### src/rtl/gbe_tx_vld_ctr.sv
// ---------------------------------------------------------------------------
// gbe_tx_vld_ctr
//
// Statistics stage for the user-side TX handshake of a 10GbE core. It counts
// accepted words and completed frames, and tracks the last and longest frame
// lengths. It also keeps sticky error flags. All outputs are registered and
// feed the software-visible status register.
//
// Ports
//   user_clk        in   user clock (every register is on this clock)
//   user_rst        in   synchronous active-high reset
//   ctr_rst         in   software clear level; only its rising edge acts
//   ctr_en          in   count enable (1 = counting)
//   tx_valid        in   word accepted by the core this cycle
//   tx_end_of_frame in   last word of a frame (qualified by tx_valid)
//   tx_afull        in   core TX FIFO almost full
//   tx_overflow     in   core TX FIFO overflow pulse
//   vld_count       out  valid words accepted
//   frame_count     out  frames completed
//   last_frame_len  out  length of the most recent completed frame
//   max_frame_len   out  longest frame since the last clear
//   err_flags       out  sticky: [0] overflow, [1] valid while afull,
//                        [2] counter wrap/saturate, [3] length saturated
// ---------------------------------------------------------------------------
module gbe_tx_vld_ctr #(
    parameter int C_CNT_WIDTH = 32,
    parameter int C_LEN_WIDTH = 16,
    parameter int C_SATURATE  = 0
) (
    input  logic                   user_clk,
    input  logic                   user_rst,
    input  logic                   ctr_rst,
    input  logic                   ctr_en,
    input  logic                   tx_valid,
    input  logic                   tx_end_of_frame,
    input  logic                   tx_afull,
    input  logic                   tx_overflow,
    output logic [C_CNT_WIDTH-1:0] vld_count,
    output logic [C_CNT_WIDTH-1:0] frame_count,
    output logic [C_LEN_WIDTH-1:0] last_frame_len,
    output logic [C_LEN_WIDTH-1:0] max_frame_len,
    output logic [3:0]             err_flags
);

    typedef enum logic {
        ST_IDLE     = 1'b0,
        ST_IN_FRAME = 1'b1
    } state_e;

    localparam logic [C_CNT_WIDTH-1:0] CNT_ZERO = {C_CNT_WIDTH{1'b0}};
    localparam logic [C_CNT_WIDTH-1:0] CNT_ONE  = C_CNT_WIDTH'(1);
    localparam logic [C_CNT_WIDTH-1:0] CNT_MAX  = {C_CNT_WIDTH{1'b1}};
    localparam logic [C_LEN_WIDTH-1:0] LEN_ZERO = {C_LEN_WIDTH{1'b0}};
    localparam logic [C_LEN_WIDTH-1:0] LEN_ONE  = C_LEN_WIDTH'(1);
    localparam logic [C_LEN_WIDTH-1:0] LEN_MAX  = {C_LEN_WIDTH{1'b1}};

    // Counter increment. The MSB of the result flags an attempted
    // overflow; the low bits are the wrapped or held next value.
    function automatic logic [C_CNT_WIDTH:0] cnt_inc(input logic [C_CNT_WIDTH-1:0] val);
        logic [C_CNT_WIDTH:0] res;
        if (val == CNT_MAX) begin
            if (C_SATURATE != 0) begin
                res = {1'b1, CNT_MAX};
            end else begin
                res = {1'b1, CNT_ZERO};
            end
        end else begin
            res = {1'b0, val + CNT_ONE};
        end
        return res;
    endfunction

    // Saturating length increment.
    function automatic logic [C_LEN_WIDTH-1:0] len_inc(input logic [C_LEN_WIDTH-1:0] val);
        logic [C_LEN_WIDTH-1:0] res;
        if (val == LEN_MAX) begin
            res = LEN_MAX;
        end else begin
            res = val + LEN_ONE;
        end
        return res;
    endfunction

    state_e                 state_q, state_d;
    logic [C_LEN_WIDTH-1:0] cur_len_q, cur_len_d;
    logic                   ctr_rst_q;
    logic [C_CNT_WIDTH-1:0] vld_q, vld_d;
    logic [C_CNT_WIDTH-1:0] frm_q, frm_d;
    logic [C_LEN_WIDTH-1:0] last_q, last_d;
    logic [C_LEN_WIDTH-1:0] max_q, max_d;
    logic [3:0]             err_q, err_d;

    logic                   clr_s;
    logic                   done_s;
    logic [C_LEN_WIDTH-1:0] done_len_s;
    logic [C_LEN_WIDTH-1:0] len_plus_s;
    logic                   len_sat_s;
    logic                   word_cnt_s;
    logic                   frm_cnt_s;
    logic [C_CNT_WIDTH:0]   vld_inc_s;
    logic [C_CNT_WIDTH:0]   frm_inc_s;
    logic                   wrap_s;
    logic [C_LEN_WIDTH-1:0] max_base_s;

    assign clr_s      = ctr_rst & ~ctr_rst_q;
    assign len_plus_s = len_inc(cur_len_q);
    assign vld_inc_s  = cnt_inc(vld_q);
    assign frm_inc_s  = cnt_inc(frm_q);

    // Frame FSM: tracks the in-flight frame length independent of ctr_en.
    always_comb begin
        state_d    = state_q;
        cur_len_d  = cur_len_q;
        done_s     = 1'b0;
        done_len_s = LEN_ZERO;
        len_sat_s  = 1'b0;
        if (tx_valid) begin
            case (state_q)
                ST_IDLE: begin
                    if (tx_end_of_frame) begin
                        done_s     = 1'b1;
                        done_len_s = LEN_ONE;
                    end else begin
                        state_d   = ST_IN_FRAME;
                        cur_len_d = LEN_ONE;
                    end
                end
                ST_IN_FRAME: begin
                    if (tx_end_of_frame) begin
                        done_s     = 1'b1;
                        done_len_s = len_plus_s;
                        state_d    = ST_IDLE;
                        cur_len_d  = LEN_ZERO;
                    end else begin
                        cur_len_d = len_plus_s;
                    end
                end
                default: begin
                    state_d   = ST_IDLE;
                    cur_len_d = LEN_ZERO;
                end
            endcase
            // Saturation is flagged whenever a tracked length lands on all-ones.
            if (done_s) begin
                len_sat_s = (done_len_s == LEN_MAX);
            end else begin
                len_sat_s = (cur_len_d == LEN_MAX);
            end
        end else begin
            state_d   = state_q;
            cur_len_d = cur_len_q;
        end
    end

    // Statistics next-state: on a clear the base is zero but a coincident
    // event still contributes, so nothing that happens in the clear cycle is lost.
    always_comb begin
        word_cnt_s = tx_valid & ctr_en;
        frm_cnt_s  = done_s & ctr_en;
        wrap_s     = 1'b0;
        vld_d      = vld_q;
        frm_d      = frm_q;
        last_d     = last_q;
        max_base_s = max_q;
        max_d      = max_q;

        if (clr_s) begin
            vld_d      = word_cnt_s ? CNT_ONE : CNT_ZERO;
            frm_d      = frm_cnt_s ? CNT_ONE : CNT_ZERO;
            last_d     = frm_cnt_s ? done_len_s : LEN_ZERO;
            max_base_s = LEN_ZERO;
        end else begin
            if (word_cnt_s) begin
                vld_d  = vld_inc_s[C_CNT_WIDTH-1:0];
                wrap_s = wrap_s | vld_inc_s[C_CNT_WIDTH];
            end else begin
                vld_d = vld_q;
            end
            if (frm_cnt_s) begin
                frm_d  = frm_inc_s[C_CNT_WIDTH-1:0];
                wrap_s = wrap_s | frm_inc_s[C_CNT_WIDTH];
                last_d = done_len_s;
            end else begin
                frm_d  = frm_q;
                last_d = last_q;
            end
        end

        if (frm_cnt_s && (done_len_s > max_base_s)) begin
            max_d = done_len_s;
        end else begin
            max_d = max_base_s;
        end

        err_d = (clr_s ? 4'b0000 : err_q)
              | {len_sat_s, wrap_s, tx_valid & tx_afull, tx_overflow};
    end

    // State, edge detector and statistics registers with synchronous reset.
    always_ff @(posedge user_clk) begin
        if (user_rst) begin
            state_q   <= ST_IDLE;
            cur_len_q <= LEN_ZERO;
            ctr_rst_q <= 1'b0;
            vld_q     <= CNT_ZERO;
            frm_q     <= CNT_ZERO;
            last_q    <= LEN_ZERO;
            max_q     <= LEN_ZERO;
            err_q     <= 4'b0000;
        end else begin
            state_q   <= state_d;
            cur_len_q <= cur_len_d;
            ctr_rst_q <= ctr_rst;
            vld_q     <= vld_d;
            frm_q     <= frm_d;
            last_q    <= last_d;
            max_q     <= max_d;
            err_q     <= err_d;
        end
    end

    assign vld_count      = vld_q;
    assign frame_count    = frm_q;
    assign last_frame_len = last_q;
    assign max_frame_len  = max_q;
    assign err_flags      = err_q;

endmodule
### config.mk
export PLATFORM = sky130hd
export DESIGN_NAME = gbe_tx_vld_ctr
export DESIGN_NICKNAME = d
export VERILOG_FILES = /design/src/rtl/gbe_tx_vld_ctr.sv
export SDC_FILE = /design/constraint.sdc
export NUM_CORES = 1
export LEC_CHECK = 0
export BUFFER_PORTS_ARGS = -buffer_cell sky130_fd_sc_hd__buf_2
export CAP_MARGIN = 10
export CORE_ASPECT_RATIO = 0.8
export CORE_MARGIN = 1
export CORE_UTILIZATION = 35
export CTS_CLUSTER_DIAMETER = 120
export DETAILED_ROUTE_END_ITERATION = 8
export GPL_TIMING_DRIVEN = 0
export PLACE_DENSITY = 0.6
export SLEW_MARGIN = 20
export SYNTH_ARGS = -nofsm -noshare
export SYNTH_HDL_FRONTEND = slang
export SYNTH_SLANG_ARGS = --single-unit
### constraint.sdc
create_clock -name user_clk -period 4.85 [get_ports user_clk]
set_input_delay 0.485 -clock user_clk [delete_from_list [all_inputs] [get_ports user_clk]]
set_output_delay 0.485 -clock user_clk [all_outputs]
set_load 0.05 [all_outputs]
==> results.md, run 1 <==
- The run finished with clean final reports.
- Power spread over the standard cell area amounts to 314 mW/mm^2.
- The critical path starts at cur_len_q[0].
- The xor/xnor cell area share of the yosys netlist is 7.26%.
- Setup violations remaining at the end of the flow were counted as 0.
- The cell with the biggest individual delay on the critical path is dfxtp_1.
- The die covers about 0.018 mm^2.
- The largest single stage delay on the critical path is 480 ps.
- The fraction of the mapped netlist area in adder cells is 3.11%.
- The share of the yosys chip area belonging to registers is about two fifths.
- The sequential cell area in the final layout is 0.00236 mm^2.
- Row generation in the floorplan step produced 42 rows.
- Measured against its own limit, the worst slew margin works out to about two fifths.
- Summed over all layers, the routed wires come to around 18 mm.
- The via count of the first global-routing pass is roughly 5400.
- The slew at the pin closest to its max-slew limit is a little under 900 ps.
- The critical path's top delay family is simple AND/OR/NAND/NOR gates.
- For the final database, setup skew stands at approximately 8.7 ps.
- The area occupied by multi-input gates is 0.00349 mm^2.
- Together, buffers and inverters on the worst path number 1.
- The synthesized netlist devotes roughly 17% of its cell area to compound gates.
- The initial cell density of the core is a little over a third.
- The clock-pin slew on the worst setup and hold paths is ~60 ps.
- Among the stages of the critical path, the cell type that occurs most often is ha_1.
- The count of nets left with antenna violations after detail routing is 0.
- Walking the worst path, the cells encountered are ha_1, nand4_1, nor3_4, and3_1, mux2_2, and2_1, ha_1, and4_1, nand2_1, a311o_1, or3_1, o211a_1, nor2_1, buf_2, o31ai_1.
- Timing would allow up to roughly 220 MHz.
- The synthesis-to-layout area growth is 23.8%.
- In this run the worst hold path is classified as in2reg.
- The number of pins exceeding their max-slew limit in the final report is 0.
- The pin count of the biggest net entering global routing is 17.
- Global routing used 20.6% of the available tracks.
- The final HPWL from detailed placement is ~13 mm.
- The critical path launch point type is a flop.
- Cells fill around 45% of the core in the end.
- After routing the design area is roughly 0.0075 mm^2.
- The y dimension of the die is roughly 120 um.
- The count of filler cells inserted in the layout is ~1700.
- The most instantiated flip-flop cell in the synthesis netlist is dfxtp_1.
- The clock buffer count from CTS is 17.
- The startpoint of the lowest-slack register-to-register path is cur_len_q[0].
- The flip-flop and latch count after synthesis is approximately 120.
- The portion of the clock cycle consumed by the worst path in the final layout is between 90% and 100%.
- Setup repair after global routing left no endpoint under its margin.
- The net count of the finished layout is approximately 900.
- The synthesized cell area is around 0.006 mm^2.
- In the synthesized netlist the async set-or-reset flop fraction comes to 0%.
- Once placement finished, the instance area stood at 0.00683 mm^2.
- Averaged over all synthesized cells, the footprint is ~8 um^2.
- The number of detailed-route iterations in the first pass is 5.
- The initial antenna violation count is 0.
- The clock reaches the later pin of the worst-skew pair after between 400 and 500 ps.
- The weighted congestion reported at the end of routability-driven placement is around 0.92.
- The final routed DRC violation total is 0.
- Pin placement for this block handled between 100 and 150 I/O pins.
- STA classifies the critical path endpoint as a flop.
- No sink is reached through more buffers than the 2 on the longest clock path.
- Multiplexer cells account for 0.540% of the synthesized area.
- The number of vias after detailed routing is 5965.
- The synthesized netlist net count is 774.
- The synthesized design contains 0 enable-type register cells.
- The via-per-instance ratio is roughly 5.4.
- The first-pass GRT wire length is about 29 mm.
- The number of buffer cells added on primary ports is between 100 and 150.
- The instance count of the mapped netlist is between 700 and 800.
- The detail-routed net length per standard cell is 16.1 um.
- After synthesis, the netlist uses 56 different library cells.
- In this run the most critical hold path is launched from tx_overflow.
- The core outline area is about 0.017 mm^2.
- The setup path with the least slack is of type reg2reg.
- The floorplan step set the die width to ~150 um.
- The number of hold violations in the final report is 0.
- The overflow left after global routing is 0.
- The final setup TNS is 0 ps.
- The antenna cell count is 0.
- The top fanout value on the critical path is 10.
- The combinational family with the most area after synthesis is simple AND/OR/NAND/NOR gates.
- The number of max-cap violations is 0.
- CTS saw between 100 and 150 sinks.
- The maximum ir drop on the vdd rail is 0.267 mV.
- The clock tree synthesis step divided the H-tree into 4 levels.
- The worst path arrival time is 4820 ps.
- Of the total synthesized cell area, the portion taken by AND, OR, NAND and NOR gates is between 20% and 30%.
- The root cell of the clock tree is clkbuf_16.
- The initial detailed-routing violation count is approximately 480.
- The routed design could run at a clock period as short as about 4500 ps.
- For this run, the number of Yosys warnings is 0.
- The fraction of final layout cells with drive strength greater than 1 is 18.5%.
- The TritonCTS clock tree is built.
- The static leakage is ~3.0 nW.
- STA puts the critical path data required time at between 5000 and 6000 ps.
-- cells in the final DEF, fill, tap and decap left out, drive strengths merged, types with 12 or more instances in the layout --
master,count
buf,121
dfxtp,118
nor2,104
nand2,93
a21oi,52
clkbuf,45
o21ai,39
nand3,38
xor2,37
nand4,20
o31ai,17
a22oi,16
ha,15
xnor2,13
a31oi,13
inv,13
and4,12
or3,12
nand4b,12
-- per-stage QoR --
stage                     power [W]  cells  hold WS (ps)  setup WS, ps
after floorplan             0.00106    751           475           958
after global placement      0.00110   1077           444           284
after detailed placement    0.00110   1077           445           267
after CTS                   0.00236   1109           272           272
after global routing        0.00243   1113           299          30.7
final                       0.00235   1113           281           302
-- per-layer routing --
metal / GRT usage (%) / wire length (um)
met2: 29.6 / 7500
met5: 0 / 0
met1: 30.5 / 9280
met3: 5.25 / 1030
met4: 4.66 / 129
-- cells by family (layout without fill, tap and decap cells) --
| group | count (synthesis) | count (layout) |
|---|---|---|
| compound gates | 169 | 169 |
| fa+ha+maj | 15 | 15 |
| mux | 3 | 3 |
| flops | 118 | 118 |
| simple gates | 349 | 349 |
| xor+xnor | 50 | 50 |
| buf+inv | 47 | 189 |
-- worst reg2reg max path: cells and delay by family (launching register included) --
family / cells / cell delay, ps
compound gates: 3 / 720
fa+ha+maj: 2 / 610
buf+inv: 1 / 280
flops: 1 / 480
mux: 1 / 380
simple gates: 8 / 1960
-- timing repair --
action / CTS / global route
buffers inserted: 0 / 4
hold buffers: 0 / 0
setup endpoints to repair: 0 / 10
resized for setup: 0 / 2
-- state kept, by name (all words and copies together), names as in the netlist --
register	flops
vld_count	32
err_flags	4
ctr_rst_q	1
cur_len_q	16
last_frame_len	16
max_frame_len	16
frame_count	32
state_q	1
-- cell usage after synthesis, drive strengths merged (15+ instances only) --
| master | instances | area, um^2 |
|---|---|---|
| dfxtp | 118 | 2360 |
| nor2 | 104 | 390 |
| nand2 | 93 | 349 |
| a21oi | 52 | 264 |
| o21ai | 39 | 195 |
| nand3 | 38 | 190 |
| xor2 | 37 | 324 |
| clkbuf | 24 | 90.1 |
| nand4 | 20 | 140 |
| o31ai | 17 | 128 |
| a22oi | 16 | 120 |
| ha | 15 | 188 |
-- layout make-up --
| type | instances | share of cell area, % |
|---|---|---|
| Inverter | 12 | 0.603 |
| Multi-Input combinational cell | 586 | 46.7 |
| Tap cell | 220 | 3.69 |
| Sequential cell | 118 | 31.6 |
| Timing Repair Buffer | 110 | 7.51 |
| Buffer | 35 | 1.91 |
| Clock inverter | 11 | 1.66 |
| Clock buffer | 21 | 6.30 |
-- power breakdown --
part	internal (W)	total, W	switching [W]
registers	0.000974	0.000978	0.00000444
clock network	0.000797	0.00126	0.000468
logic	0.0000213	0.000102	0.0000810
total	0.00179	0.00235	0.000553
-- path summary, 6_finish.rpt --
check	endpoint	cells after the start	slack [ps]
min	err_flags[0]	3	280
max reg2reg	max_frame_len[1]	15	300
min reg2reg	last_frame_len[1]	2	460
max	max_frame_len[1]	15	300
No activity file was read; power rests on OpenSTA's default activity.
==> inputs of run 2 (changes only) <==
--- a/config.mk
+++ b/config.mk
@@ -9,11 +9,11 @@
 export CAP_MARGIN = 10
 export CORE_ASPECT_RATIO = 0.8
 export CORE_MARGIN = 1
-export CORE_UTILIZATION = 35
+export CORE_UTILIZATION = 45
 export CTS_CLUSTER_DIAMETER = 120
 export DETAILED_ROUTE_END_ITERATION = 8
 export GPL_TIMING_DRIVEN = 0
-export PLACE_DENSITY = 0.6
+export PLACE_DENSITY = 0.73
 export SLEW_MARGIN = 20
 export SYNTH_ARGS = -nofsm -noshare
 export SYNTH_HDL_FRONTEND = slang
==> results.md, run 2 (synthesis gave the netlist of run 1 again) <==
- The flow ran to the end, and the final reports show no timing, DRC or antenna violations.
- During placement, the flow inserted port buffers numbering 106.
- The first TritonRoute pass finished after 5 iterations.
- For the worst setup path, the data arrival time is 4940 ps.
- The initialized floorplan defines 37 standard-cell rows.
- The placed instances occupy a cell area of between 0.006 and 0.007 mm^2.
- The kind of end point of the critical path is a flop.
- The number of failing setup endpoints in the final timing report is 0.
- Across all register-to-register paths, the minimum setup slack is 190 ps.
- The via count of the first global-routing pass came to around 5400.
- STA puts the critical path data required time at 5130 ps.
- The internal portion of total power is just under 0.002 W.
- The detail-routed net length per standard cell is 16.3 um.
- The net count of the finished layout is ~900.
- Together, buffers and inverters on the worst path number 1.
- The all-layer global routing usage is roughly 25%.
- Of the total power, the share spent switching nets is between 20% and 30%.
- The achievable clock frequency is about 210 MHz.
- The slowest stage of the critical path belongs to the cell dfxtp_1.
- The critical path goes through ha_1, nand4_1, nor3_4, and3_1, mux2_2, and2_1, ha_1, and4_1, nand2_1, a311o_1, or3_1, o211a_1, nor2_1, buf_2, o31ai_1.
- Of the total power, registers draw between 30% and 40%.
- The post-CTS setup buffer count is 0.
- The combinational share of power is ~4.0%.
- The slew at the pin closest to its max-slew limit is 889 ps.
- The post-detailed-routing wire length is 17.3 mm.
- For this block, the initial DRC count from the detailed router was between 400 and 500.
- The routed length on met2 is 7.51 mm.
- After detailed routing, the number of remaining DRC violations is 0.
- The y dimension of the die is 106 um.
- between 100 and 150 I/O pins were placed.
- The critical path launch point type is a flop.
- The core region is approximately 0.013 mm^2.
- The number of hold violations in the final report came to 0.
- Broken down by cell family, the worst path's largest delay share belongs to simple AND/OR/NAND/NOR gates.
- TritonCTS built the clock tree.
- The die is roughly 130 um wide.
- The clock latency of the later-clocked register in the worst-skew pair is 420 ps.
- The root cell of the clock tree is clkbuf_16.
- The critical path class is reg2reg.
- The number of max-cap violations is 0.
- Dividing the final minimum period by the clock period gives 96.2%.
- Counting the buffers created by CTS gives 17.
- Setup repair after global routing left no endpoint under its margin.
- The routed length on met3 is about 1.3 mm.
- The H-tree was split into 4 levels.
- The library cell used most frequently in the layout, excluding fill and tap cells, is dfxtp_1.
- The first-pass GRT wire length is about 28 mm.
- After global routing the overflow that remains totals 0.
- In the final layout, the share of cells above drive strength 1 is approximately 18%.
- The count of nets left with antenna violations after detail routing is 0.
- The final route contains between 6000 and 7000 vias.
- Relative to the synthesized area, the layout overhead comes to 23.5%.
- The share of total power dissipated in the clock network is about 57%.
- The most prevalent standard cell on the critical path is ha_1.
- The final non-filler cell total is approximately 1100.
- The finished cells cover 0.00744 mm^2.
- Summed over all cells, the static leakage comes to 3.06 nW.
- Once detailed placement completed, the half-perimeter wirelength came to 12.3 mm.
- In this run the power spent charging and discharging nets is ~0.00053 W.
- The clock drives between 100 and 150 sinks.
- Summed over all failing endpoints, the final setup total negative slack is 0 ps.
- The clock tree skew after final layout is about 8.3 ps.
- The total placed cells including tap cells is between 1000 and 1500.
- The maximum buffer depth of the clock tree is 2.
- Clock-pin slew was measured on the worst setup and hold paths at ~50 ps.
- The weighted congestion reported at the end of routability-driven placement is between 0.9 and 1.
- The number of gates resized after cts is 0.
- Dividing the detail-routed via count by the number of cells gives roughly 5.7.
- The number of hold buffers added after CTS was 0.
- The pin count of the biggest net entering global routing is 17.
- Signal routing reaches up to met4.
- The power density normalized to cell area is between 300 and 400 mW/mm^2.
- The initial antenna violation count is 0.
- The type of the worst min-delay path is in2reg.
- The top cell types in the final layout, fill and taps aside, are 118 x dfxtp_1, 115 x buf_2, 104 x nor2_1.
- The initial utilization of the core area, before any placement, comes to between 40% and 50%.
- The number of pins exceeding their max-slew limit in the final report is 0.
- The die outline area is roughly 0.014 mm^2.
- The detailed router put a total of slightly above 8 mm of wire on met1.
- In this run the tightest slew margin relative to its limit is approximately two fifths.
- The largest incremental delay on the critical path is slightly above 500 ps.
- The final critical delay including setup and external delays is 4660 ps.
- 0 antenna diodes ended up in the layout.
- Of all nets on the critical path, the largest fanout is 10.
- The maximum ir drop on the vdd rail is ~0.26 mV.
run 2: metal layers:
| metal | vias up | GRT usage (%) |
|---|---|---|
| met3 | 25 | 6.30 |
| li1 | 2958 | - |
| met4 | 0 | 8.64 |
| met1 | 2837 | 34.9 |
| met2 | 226 | 38.5 |
| met5 | - | 0 |
run 2: power by group through the flow:
stage	combinational, W	sequential (W)	clock [W]
final	0.0000995	0.000979	0.00142
after global routing	0.000107	0.000979	0.00148
after CTS	0.0000978	0.000979	0.00143
after detailed placement	0.0000971	0.000999	0
after global placement	0.0000971	0.000999	0
after floorplan	0.0000552	0.00101	0
run 2: area by class of cell:
cell class | instances | area (um^2)
Sequential cell | 118 | 2360
Multi-Input combinational cell | 586 | 3480
Timing Repair Buffer | 106 | 531
Buffer | 35 | 143
Inverter | 12 | 45.0
Clock inverter | 7 | 166
Clock buffer | 23 | 498
Fill cell | 1247 | 5520
Tap cell | 175 | 219
run 2: path summary, 6_finish.rpt:
kind | start | to | cells after the start
setup reg to reg | cur_len_q[0] | max_frame_len[1] | 15
hold / removal | tx_overflow | err_flags[0] | 3
hold reg to reg | last_frame_len[15] | last_frame_len[15] | 2
setup / recovery | cur_len_q[0] | max_frame_len[1] | 15
run 2: metrics by stage:
step	hold WS (ps)	util [%]	power, W	setup WS [ps]
2_1_floorplan	475	-	0.00106	958
5_1_grt	305	57.4	0.00257	6.26
3_5_place_dp	452	52.3	0.00110	340
3_3_place_gp	453	52.3	0.00110	343
4_1_cts	276	57.4	0.00251	294
6_report	297	57.4	0.00250	186
run 2: tightest hold or removal path: cells and delay by family:
kind / cells / cell delay, ps
buf+inv: 1 / 80
simple gates: 1 / 80
compound gates: 1 / 30
